File: config.mk
export PLATFORM = sky130hd
export DESIGN_NAME = rvlab_jtag_tap
export DESIGN_NICKNAME = d
export VERILOG_FILES = /design/src/rtl/rvlab_tap_pkg.sv /design/src/rtl/rvlab_jtag_sync.sv /design/src/rtl/rvlab_jtag_tap.sv
export SDC_FILE = /design/constraint.sdc
export NUM_CORES = 1
export LEC_CHECK = 0
export ABC_AREA = 1
export CORE_MARGIN = 1.5
export CORE_UTILIZATION = 50
export CTS_CLUSTER_SIZE = 12
export DETAILED_ROUTE_END_ITERATION = 7
export PLACE_DENSITY = 0.81
export SLEW_MARGIN = 20
export SYNTH_ARGS = -nofsm -noshare
export SYNTH_HDL_FRONTEND = slang
export SYNTH_SLANG_ARGS = --single-unit
File: constraint.sdc
create_clock -name clk_i -period 4.6 [get_ports clk_i]
set_clock_uncertainty 0.1 [all_clocks]
set_input_delay 0.46 -clock clk_i [delete_from_list [all_inputs] [get_ports clk_i]]
set_output_delay 0.46 -clock clk_i [all_outputs]
set_load 0.1 [all_outputs]
File: src/rtl/rvlab_tap_pkg.sv
// Shared TAP types and constants: IR codes, IDCODE value, DTM register layouts, TAP state encoding.
// No logic; latency and backpressure are not applicable.
package rvlab_tap_pkg;

  localparam logic [4:0] IrIdcode    = 5'h01;
  localparam logic [4:0] IrDtmcsr    = 5'h10;
  localparam logic [4:0] IrDmiAccess = 5'h11;
  localparam logic [4:0] IrBypass    = 5'h1F;

  // Bit 0 must be 1 for a valid IEEE 1149.1 IDCODE.
  localparam logic [31:0] IdcodeValue = 32'h1001_A0B3;

  typedef struct packed {
    logic [13:0] zero1;
    logic        dmihardreset;
    logic        dmireset;
    logic        zero0;
    logic [2:0]  idle;
    logic [1:0]  dmistat;
    logic [5:0]  abits;
    logic [3:0]  version;
  } dtmcs_t;

  typedef struct packed {
    logic [6:0]  addr;
    logic [31:0] data;
    logic [1:0]  op;
  } dmi_req_t;

  typedef enum logic [3:0] {
    TapTlr, TapIdle,
    TapSelDr, TapCapDr, TapShDr, TapEx1Dr, TapPauDr, TapEx2Dr, TapUpdDr,
    TapSelIr, TapCapIr, TapShIr, TapEx1Ir, TapPauIr, TapEx2Ir, TapUpdIr
  } tap_state_e;

endpackage

File: src/rtl/rvlab_jtag_sync.sv
// 2-flop synchronisers for TCK/TMS/TDI/TRST plus single-cycle TCK rise/fall strobes.
// Latency: pin edge to strobe 3 clk_i cycles; no backpressure.
module rvlab_jtag_sync (
  input  logic clk_i,
  input  logic rst_ni,
  input  logic i_tck,
  input  logic i_tms,
  input  logic i_tdi,
  input  logic i_trst_n,
  output logic o_tck_rise,
  output logic o_tck_fall,
  output logic o_tms,
  output logic o_tdi,
  output logic o_trst_n
);

  // Bit order {trst_n, tdi, tms, tck}; trst_n resets to its inactive level.
  localparam logic [3:0] SyncRst = 4'b1000;

  logic [3:0] r_meta;
  logic [3:0] r_sync;
  logic       r_tck_d;

  always_ff @(posedge clk_i or negedge rst_ni) begin
    if (!rst_ni) begin
      r_meta  <= SyncRst;
      r_sync  <= SyncRst;
      r_tck_d <= 1'b0;
    end else begin
      r_meta  <= {i_trst_n, i_tdi, i_tms, i_tck};
      r_sync  <= r_meta;
      r_tck_d <= r_sync[0];
    end
  end

  assign o_tck_rise = r_sync[0] & ~r_tck_d;
  assign o_tck_fall = ~r_sync[0] & r_tck_d;
  assign o_tms      = r_sync[1];
  assign o_tdi      = r_sync[2];
  assign o_trst_n   = r_sync[3];

endmodule

File: src/rtl/rvlab_jtag_tap.sv
// Oversampled JTAG TAP (IR, IDCODE, BYPASS, DTMCSR, DMIACCESS); RVLAB_TAP_TRST_EN enables jtag_trst_ni.
// Latency: state/shift visible 1 cycle after tck_rise, TDO 1 cycle after tck_fall; no backpressure.
module rvlab_jtag_tap
  import rvlab_tap_pkg::*;
#(
  parameter int          IrWidth   = 5,
  parameter int          DmiWidth  = 41,
  parameter logic [31:0] IdcodeVal = IdcodeValue
) (
  input  logic                clk_i,
  input  logic                rst_ni,
  input  logic                jtag_tck_i,
  input  logic                jtag_tms_i,
  input  logic                jtag_tdi_i,
  input  logic                jtag_trst_ni,
  output logic                jtag_tdo_o,
  output logic                jtag_tdo_oe_o,
  output logic [IrWidth-1:0]  ir_o,
  output logic                tlr_o,
  input  logic [31:0]         dtmcs_rdata_i,
  output logic [31:0]         dtmcs_wdata_o,
  output logic                dtmcs_we_o,
  input  logic [DmiWidth-1:0] dmi_rdata_i,
  output logic [DmiWidth-1:0] dmi_req_o,
  output logic                dmi_req_valid_o
);

  localparam int                 DrIdxW = $clog2(DmiWidth);
  localparam logic [IrWidth-1:0] LIrIdc = IrWidth'(IrIdcode);
  localparam logic [IrWidth-1:0] LIrDtm = IrWidth'(IrDtmcsr);
  localparam logic [IrWidth-1:0] LIrDmi = IrWidth'(IrDmiAccess);

  logic w_tck_rise, w_tck_fall, w_tms, w_tdi, w_trst_n, w_soft_rst;

  rvlab_jtag_sync u_sync (
    .clk_i      (clk_i),
    .rst_ni     (rst_ni),
    .i_tck      (jtag_tck_i),
    .i_tms      (jtag_tms_i),
    .i_tdi      (jtag_tdi_i),
    .i_trst_n   (jtag_trst_ni),
    .o_tck_rise (w_tck_rise),
    .o_tck_fall (w_tck_fall),
    .o_tms      (w_tms),
    .o_tdi      (w_tdi),
    .o_trst_n   (w_trst_n)
  );

`ifdef RVLAB_TAP_TRST_EN
  assign w_soft_rst = ~w_trst_n;
`else
  logic w_unused_trst;
  assign w_unused_trst = w_trst_n;
  assign w_soft_rst    = 1'b0;
`endif

  tap_state_e          r_state, w_state_next;
  logic [IrWidth-1:0]  r_ir, r_ir_sr;
  logic [DmiWidth-1:0] r_dr, w_dr_cap, w_dr_shift;
  logic [DrIdxW-1:0]   w_dr_msb;
  logic                r_tdo;
  logic [31:0]         r_dtmcs_wdata;
  logic                r_dtmcs_we;
  logic [DmiWidth-1:0] r_dmi_req;
  logic                r_dmi_req_vld;

  always_ff @(posedge clk_i or negedge rst_ni) begin
    if (!rst_ni) r_state <= TapTlr;
    else         r_state <= w_state_next;
  end

  always_comb begin
    w_state_next = r_state;
    if (w_soft_rst) begin
      w_state_next = TapTlr;
    end else if (w_tck_rise) begin
      case (r_state)
        TapTlr:   w_state_next = w_tms ? TapTlr   : TapIdle;
        TapIdle:  w_state_next = w_tms ? TapSelDr : TapIdle;
        TapSelDr: w_state_next = w_tms ? TapSelIr : TapCapDr;
        TapCapDr: w_state_next = w_tms ? TapEx1Dr : TapShDr;
        TapShDr:  w_state_next = w_tms ? TapEx1Dr : TapShDr;
        TapEx1Dr: w_state_next = w_tms ? TapUpdDr : TapPauDr;
        TapPauDr: w_state_next = w_tms ? TapEx2Dr : TapPauDr;
        TapEx2Dr: w_state_next = w_tms ? TapUpdDr : TapShDr;
        TapUpdDr: w_state_next = w_tms ? TapSelDr : TapIdle;
        TapSelIr: w_state_next = w_tms ? TapTlr   : TapCapIr;
        TapCapIr: w_state_next = w_tms ? TapEx1Ir : TapShIr;
        TapShIr:  w_state_next = w_tms ? TapEx1Ir : TapShIr;
        TapEx1Ir: w_state_next = w_tms ? TapUpdIr : TapPauIr;
        TapPauIr: w_state_next = w_tms ? TapEx2Ir : TapPauIr;
        TapEx2Ir: w_state_next = w_tms ? TapUpdIr : TapShIr;
        TapUpdIr: w_state_next = w_tms ? TapSelDr : TapIdle;
        default:  w_state_next = TapTlr;
      endcase
    end
  end

  // Active DR length and capture source follow IR; unknown codes act as BYPASS.
  always_comb begin
    w_dr_msb = '0;
    w_dr_cap = '0;
    case (r_ir)
      LIrIdc: begin w_dr_msb = DrIdxW'(31);           w_dr_cap = DmiWidth'(IdcodeVal);     end
      LIrDtm: begin w_dr_msb = DrIdxW'(31);           w_dr_cap = DmiWidth'(dtmcs_rdata_i); end
      LIrDmi: begin w_dr_msb = DrIdxW'(DmiWidth - 1); w_dr_cap = dmi_rdata_i;              end
      default: ;
    endcase
    w_dr_shift           = r_dr >> 1;
    w_dr_shift[w_dr_msb] = w_tdi;
  end

  always_ff @(posedge clk_i or negedge rst_ni) begin
    if (!rst_ni) begin
      r_ir          <= LIrIdc;
      r_ir_sr       <= '0;
      r_dr          <= '0;
      r_tdo         <= 1'b0;
      r_dtmcs_wdata <= '0;
      r_dtmcs_we    <= 1'b0;
      r_dmi_req     <= '0;
      r_dmi_req_vld <= 1'b0;
    end else begin
      r_dtmcs_we    <= 1'b0;
      r_dmi_req_vld <= 1'b0;
      if (w_soft_rst) begin
        r_ir    <= LIrIdc;
        r_ir_sr <= '0;
        r_dr    <= '0;
      end else begin
        if (w_tck_fall) begin
          if (r_state == TapShDr)      r_tdo <= r_dr[0];
          else if (r_state == TapShIr) r_tdo <= r_ir_sr[0];
        end
        if (w_tck_rise) begin
          case (r_state)
            TapCapIr: r_ir_sr <= IrWidth'(1);
            TapShIr:  r_ir_sr <= {w_tdi, r_ir_sr[IrWidth-1:1]};
            TapCapDr: r_dr    <= w_dr_cap;
            TapShDr:  r_dr    <= w_dr_shift;
            default: ;
          endcase
          if (w_state_next == TapTlr)         r_ir <= LIrIdc;
          else if (w_state_next == TapUpdIr)  r_ir <= r_ir_sr;
          if (w_state_next == TapUpdDr) begin
            if (r_ir == LIrDtm) begin
              r_dtmcs_wdata <= r_dr[31:0];
              r_dtmcs_we    <= 1'b1;
            end else if (r_ir == LIrDmi) begin
              r_dmi_req     <= r_dr;
              r_dmi_req_vld <= 1'b1;
            end
          end
        end
      end
    end
  end

  assign jtag_tdo_o      = r_tdo;
  assign jtag_tdo_oe_o   = (r_state == TapShDr) || (r_state == TapShIr);
  assign ir_o            = r_ir;
  assign tlr_o           = (r_state == TapTlr);
  assign dtmcs_wdata_o   = r_dtmcs_wdata;
  assign dtmcs_we_o      = r_dtmcs_we;
  assign dmi_req_o       = r_dmi_req;
  assign dmi_req_valid_o = r_dmi_req_vld;

endmodule

; ---- Word-level counts from Yosys, hierarchy flattened
; Index checks and enable logic that the tools add are counted.
; W data, S select, Z words.
[totals]
reg_bits = 138
input_bits = 79
elab_cells = 89
[op_classes]
magnitude_cmp = 2
eq_ne = 20
n_mux = 32
n_bitwise = 5
reduce_logical = 18
[op_table]
columns = operator, count
row1 = $pmux W41 S3, 1
row2 = $pmux W41 S2, 1
row3 = $pmux W4 S12, 1
row4 = $bwmux W41, 1
row5 = $eq A4 B4 Y1 const B, 10
row6 = $mux W4, 5
row7 = $eq A4 B3 Y1 const B, 4
row8 = $mux W1, 13
row9 = $pmux W6 S2, 1
row10 = $eq A5 B5 Y1 const B, 2
row11 = $mux W5, 2
row12 = $pmux W5 S2, 1
row13 = $eq A4 B2 Y1 const B, 2
row14 = $logic_not A4 Y1, 2
row15 = $reduce_and A2 Y1, 4
row16 = $reduce_bool A2 Y1, 4
row17 = $lt A6 B7 Y1 const B, 1
row18 = $demux W1 S6, 1
row19 = $ge A6 B1 Y1 const B, 1
row20 = $mux W2, 3
row21 = $mux W3, 2
row22 = $reduce_or A2 Y1, 3
row23 = $eq A5 B1 Y1 const B, 1
row24 = $eq A4 B1 Y1 const B, 1
row25 = other kinds (7), 10

; ---- Logic depth before layout (Yosys ltp)
[logic_depth]
depth_word = 9
mapped_depth = 16
mapped_depth_nobuf = 15

; ---- Hierarchy
; From an unflattened synthesis, not the netlist that was laid out.
[unflattened]
hier_cells = 694
area_unflattened_um2 = 6422.4
[modules_own_cells]
columns = mod, instances, cells_each, area_each_um2, seq_area_each_um2
row1 = rvlab_jtag_tap, 1, 681, 6179.7, 3279.4
row2 = rvlab_jtag_sync, 1, 13, 242.7, 227.7

; ---- Least setup slack after synthesis
; No wires, ideal clock.
[synth_path]
path_kind = register to register
from = register r_ir[2], in the netlist ir_o[2]
to = register r_dr[13]
setup_time_ps = 78
t_arrival_ps = 2067
required_time_ps = 4422
slack_ps = 2355
stages_incl_launch_ff = 9
n_path_buf = 1
period_less_slack_ps = 2245
cell_sequence = dfrtp_1 > nor2_1 > nand3_1 > nor2_1 > clkbuf_1 > nand2_1 > a31oi_1 > nor2_1 > a21oi_1
[synth_via]
elab_chain_cells = 9
elab_cells_between_ends = 13
classes_between = order compare: 2 / eq/ne: 3 / mux: 6 / reduce/logical: 2
[synth_lines]
columns = element, line_no
row1 = start: declaration, rvlab_jtag_tap.sv:58  ; logic [IrWidth-1:0] r_ir, r_ir_sr;
row2 = start signal: assignment, rvlab_jtag_tap.sv:115  ; r_ir <= LIrIdc;
row3 = start signal: assignment, rvlab_jtag_tap.sv:127  ; r_ir <= LIrIdc;
row4 = start signal: assignment, rvlab_jtag_tap.sv:143  ; if (w_state_next == TapTlr) r_ir <= LIrIdc;
row5 = $eq A5 B5 Y1 or $eq A5 B1 Y1 (tied branches), rvlab_jtag_tap.sv:103  ; case (r_ir)
row6 = $reduce_or A2 Y1 (no source line), --
row7 = $pmux W6 S2, rvlab_jtag_tap.sv:103
row8 = $lt A6 B7 Y1 (not written as such) or $ge A6 B1 Y1 (tied branches), rvlab_jtag_tap.sv:110  ; w_dr_shift[w_dr_msb] = w_tdi;
row9 = $logic_and A1 B1 Y1 (not written as such), rvlab_jtag_tap.sv:110
row10 = $mux W1 (not written as such), rvlab_jtag_tap.sv:110
row11 = $demux W1 S6, rvlab_jtag_tap.sv:110
row12 = $bwmux W41, rvlab_jtag_tap.sv:110
row13 = $pmux W41 S2 (*), rvlab_jtag_tap.sv:136  ; case (r_state)
row14 = end signal: assignment, rvlab_jtag_tap.sv:139  ; TapCapDr: r_dr <= w_dr_cap;
row15 = end signal: assignment, rvlab_jtag_tap.sv:140  ; TapShDr: r_dr <= w_dr_shift;
row16 = end: declaration, rvlab_jtag_tap.sv:59  ; logic [DmiWidth-1:0] r_dr, w_dr_cap, w_dr_shift;
; Every way passes the cells marked *; elsewhere a longest branch is shown, timed or not.
; A chain may end at the register's enable or synchronous reset.

; ---- Worst setup path in the final report
[layout_path]
from = register r_state[2]
to = output port jtag_tdo_oe_o
[layout_via]
elab_chain_cells = 2
elab_cells_between_ends = 3
classes_between = eq/ne: 2 / reduce/logical: 1
[layout_lines]
columns = element, line_no
row1 = start: declaration, rvlab_jtag_tap.sv:57  ; tap_state_e r_state, w_state_next;
row2 = start signal: assignment, rvlab_jtag_tap.sv:68  ; if (!rst_ni) r_state <= TapTlr;
row3 = start signal: assignment, rvlab_jtag_tap.sv:69  ; else r_state <= w_state_next;
row4 = $eq A4 B3 Y1 or $eq A4 B4 Y1 (tied branches), rvlab_jtag_tap.sv:160  ; assign jtag_tdo_oe_o = (r_state == TapShDr) || (r_state == TapShIr);
row5 = $logic_or A1 B1 Y1 (*), rvlab_jtag_tap.sv:160
row6 = end: declaration, rvlab_jtag_tap.sv:17  ; output logic jtag_tdo_oe_o,
; Marked as above.

==> results.md <==
Run status:
- The flow ran to the end, and the final reports show no timing, DRC or antenna violations.

Cells and area:
- The antenna diode count is 0.
- The fill cell instance count of the final layout is 929.
- The post-layout instance count excluding filler cells is 1,019.
- The final standard cell area without fillers is between 8000 and 9000 um2.
- The area growth from synthesis to layout is 36.1%.
- In the final design database the tool counted between 900 and 1k nets.
- Once layout is complete, the utilization of the core stands at roughly 70%.
- The fraction of final layout cells sized beyond drive strength 1 is roughly 11%.

Yosys:
- After synthesis, the largest family of logic cells by area is compound AO/OA/AOI/OAI gates.
- The fraction of the mapped netlist area in compound gates is 21.4%.
- The area fraction in and, or, nand and nor cells after synthesis is between 15 and 20%.
- The share of synthesized area occupied by flip-flops and latches is approximately 55%.
- Yosys mapped a number of flops with a built-in enable equal to 0.
- The share of the synthesized netlist area taken by xor and xnor gates is 0%.
- The distinct cell type count after synthesis is 28.
- Counting every net in the synthesized netlist gives 771.
- The number of standard cells after synthesis is between 600 and 700.
- Measured against the total synthesized area, the mux share comes to 0.178%.
- The synthesized design contains 138 register bits.
- The cell area after synthesis is between 6000 and 7000 um2.
- The synthesized area per cell is ~9.1 um2.
- During synthesis, Yosys emitted a total of 0 warnings.
- In the synthesized netlist the async set-or-reset flop fraction comes to 100%.
- Summing the areas of all fa, ha and maj instances in the mapped netlist gives 0% of the synthesized area.
- The most frequently used flop master after synthesis is sky130_fd_sc_hd__dfrtp_1.

Clock tree:
- The latest clock arrival within the worst-skew pair is about 410 ps.
- No sink is reached through more buffers than the 2 on the longest clock path.
- The tree is rooted in a sky130_fd_sc_hd__clkbuf_16.
- The number of buffers inserted to repair setup after CTS is 0.
- TritonCTS built the clock tree.
- In this run, CTS created clock tree buffers numbering 17.
- The H-tree was split into 4 levels.
- The number of gates resized after CTS was 0.
- After clock tree synthesis, the clock-pin slew on the worst setup and hold paths is 60 ps.
- The sink count of the clock tree is 138.
- The cts-stage hold buffer count is 0.

STA:
- The total negative slack is 0 ps.
- The transition time at the pin with the least slew margin is approximately 1000 ps.
- The worst hold margin is 16.5 ps.
- Based on the critical path, the design can be clocked at up to around 0.28 GHz.
- The count of pins over their slew limit was 0.
- In this run the tightest slew margin relative to its limit is between 30% and 40%.
- The time the final worst path needs with I/O delays and setup is 3520 ps.
- Of the available clock period, the critical path in the final layout requires about three quarters.
- Setup repair after global routing left no endpoint under its margin.
- Setup violations remaining at the end of the flow were counted as 0.
- The final count of hold timing violations is 0.

Worst setup path:
- The worst setup path is captured at an output pin.
- For this run, the slowest stage of the critical path takes 1160 ps.
- Among cell families on the critical path, the largest total delay comes from buffers and inverters.
- Of all nets on the critical path, the largest fanout is between 50 and 60.
- STA puts the critical path data arrival time at just under 3000 ps.
- For the worst setup path, the data required time is just over 4000 ps.
- The combined buffer and inverter count along the critical path is 2.
- Traced cell by cell, the critical path runs through inv_2 -> nor2_2 -> nand2_4 -> nand2_1 -> clkdlybuf4s50_1.
- The startpoint type of the worst setup path is a register.
- The largest individual stage delay along the critical path comes from the cell sky130_fd_sc_hd__clkdlybuf4s50_1.
- The critical path in this run is classified as register to output pin.

Floorplan:
- The floorplan step defined a die boundary enclosing about 13,000 um2.
- The number of cell rows is 40.
- In this run the vertical extent of the chip is between 100 and 150 um.
- The width of the die is ~120 um.
- The initial core utilization is 52.0%.
- The floorplan step defined a core boundary enclosing ~12,000 um2.
- The I/O pin total is about 160.

Global routing:
- Global routing consumed, on the met2 layer, about 44% of the routing resources.
- The pin count of the biggest net entering global routing is 92.
- The first global-routing pass estimated 27.1 mm of wire.
- In this run the most used layer during global routing was met2.
- The residual overflow from global routing is 0.
- The met1 usage is roughly a third.
- The total track usage is 26.2%.
- For this run, global-route usage on met3 was measured as between 5 and 6%.
- The number of global-route vias before repair is roughly 5.6k.
- The initial antenna violation count is 0.

Route:
- The ratio of routed vias to standard cells is 5.40.
- The number of search-and-repair iterations in the first detailed-routing pass is 5.
- Across all layers, the routed design uses around 5.5k vias.
- For this block, the initial DRC count from the detailed router was 363.
- The wire length after detailed routing is 16.9 mm.
- In this run the remaining antenna-violating nets after routing total 0.
- The routed wirelength normalized by instance count is about 17 um.
- The number of remaining DRC errors is 0.

Power and ir drop:
- Summed over all cells, the static leakage comes to between 3 and 4 nW.
- The peak supply drop is 0.463 mV.
- For this design the ratio of total power to cell area is roughly 490 nW/um2.

Placed design:
- In this run the cell area measured after placement is 7950 um2.
- Counting tap cells, the placed design contains a total of between 900 and 1k instances.
- The post-detailed-placement half-perimeter wirelength is 11.0 mm.
- The congestion estimate from routability-driven global placement came to 0.809.
- Input and output buffers added on the ports amount to 160.

Hold path:
- The worst min-delay path class is primary input to async pin.

Job:
- Max-cap violations in this run came to 0.
registers in the layout, indices dropped and copies added, names as in the netlist:
name and cells:
dmi_req_valid_o 1, r_dr 41, ir_o 5, u_sync.r_meta 3, dmi_req_o 41, u_sync.r_sync 3, r_state 4, dtmcs_wdata_o 32
r_ir_sr 5, dtmcs_we_o 1, jtag_tdo_o 1, u_sync.r_tck_d 1
per-stage QoR:
stage	setup slack (ps)	total power, mW
3_5_place_dp	1290	2.70
5_1_grt	894	4.41
3_3_place_gp	1290	2.65
2_1_floorplan	2360	2.35
4_1_cts	1100	4.21
6_report	1080	4.19
metal layers:
layer | up-vias | share of wire [%]
li1 | 2610 | -
met5 | - | 0
met3 | 32 | 7.2
met2 | 240 | 49
met4 | 0 | 2.2
met1 | 2622 | 42
kinds of logic (layout without fill, tap and decap cells):
kind of cell | after synthesis | after routing
simple gates | 243 | 243
compound gates | 206 | 206
mux | 1 | 1
flops | 138 | 138
buf+inv | 104 | 263
cell usage after synthesis, drive strengths merged (8+ instances only):
master / number / area share [%]
nand2: 180 / 11
dfrtp: 137 / 54
o21ai: 97 / 10
inv: 64 / 3.8
a21oi: 46 / 3.6
nor2: 32 / 2.2
a22o: 23 / 3.2
a22oi: 23 / 2.7
nand3: 23 / 2.0
buf: 20 / 2.9
clkbuf: 20 / 1.2
a31oi: 16 / 1.6
nand4: 8 / 0.79
final cells by class:
| type | instances | area (um2) | area share, % |
|---|---|---|---|
| Sequential cell | 138 | 3450 | 40.2 |
| Clock buffer | 21 | 460 | 5.35 |
| Tap cell | 168 | 210 | 2.44 |
| Inverter | 64 | 240 | 2.79 |
| Multi-Input combinational cell | 450 | 2380 | 27.7 |
| Timing Repair Buffer | 168 | 1660 | 19.3 |
| Clock inverter | 10 | 190 | 2.21 |
cell usage in the layout, fill, tap and decap left out, types with 2 or more instances in the layout:
cell type / count
sky130_fd_sc_hd__nor2_2: 4
sky130_fd_sc_hd__a22oi_1: 23
sky130_fd_sc_hd__clkinv_4: 3
sky130_fd_sc_hd__inv_1: 62
sky130_fd_sc_hd__a22o_1: 23
sky130_fd_sc_hd__o21ai_1: 22
sky130_fd_sc_hd__o21ai_0: 33
sky130_fd_sc_hd__bufinv_16: 5
sky130_fd_sc_hd__nand2_1: 176
sky130_fd_sc_hd__o21ai_2: 42
sky130_fd_sc_hd__clkdlybuf4s50_1: 159
sky130_fd_sc_hd__buf_4: 8
sky130_fd_sc_hd__clkbuf_8: 2
sky130_fd_sc_hd__nor2_1: 26
sky130_fd_sc_hd__clkbuf_16: 17
sky130_fd_sc_hd__dfrtp_1: 137
sky130_fd_sc_hd__clkbuf_1: 2
sky130_fd_sc_hd__nand3_1: 21
sky130_fd_sc_hd__nand2_2: 3
sky130_fd_sc_hd__inv_2: 2
sky130_fd_sc_hd__nor2_4: 2
sky130_fd_sc_hd__a31oi_1: 16
sky130_fd_sc_hd__nand4_1: 8
sky130_fd_sc_hd__a21oi_1: 46
worst reg2reg max path: stages (launching register included):
cell                      delay, ps
sky130_fd_sc_hd__dfrtp_1        550
sky130_fd_sc_hd__nor2_2         110
sky130_fd_sc_hd__nand2_4        460
sky130_fd_sc_hd__nand2_1        180
sky130_fd_sc_hd__nor2_1         120
sky130_fd_sc_hd__nand3_1         80
sky130_fd_sc_hd__nand2_1         60
sky130_fd_sc_hd__nand2_1        100
sky130_fd_sc_hd__nor2_2         200
sky130_fd_sc_hd__nand3_2        530
sky130_fd_sc_hd__buf_4          500
sky130_fd_sc_hd__nand2_1        120
sky130_fd_sc_hd__o21ai_0         80
path summary, 6_finish.rpt:
kind | start | to | slack, ps | depth (start not counted)
min | rst_ni | dmi_req_o[10]$_DFFE_PN0P_ | 20 | 1
max | r_state[2]$_DFF_PN0_ | jtag_tdo_oe_o | 1080 | 5
max reg2reg | r_state[0]$_DFF_PN0_ | dtmcs_wdata_o[13]$_DFFE_PN0P_ | 1260 | 12
min in group clk_i | u_sync.r_meta[0]$_DFF_PN0_ | u_sync.r_sync[0]$_DFF_PN0_ | 250 | 0
max in group asynchronous | rst_ni | dmi_req_valid_o$_DFF_PN0_ | 3250 | 2
min reg2reg | u_sync.r_meta[0]$_DFF_PN0_ | u_sync.r_sync[0]$_DFF_PN0_ | 250 | 0
where the power goes:
part	total (mW)	switching, mW	internal, mW	leakage [nW]
Sequential	1.58	0.140	1.44	1.79
Combinational	1.12	0.781	0.337	1.86
Clock	1.50	0.506	0.992	0.318
Total	4.19	1.43	2.77	3.97
Note: power is estimated with default switching activity, not from simulation.
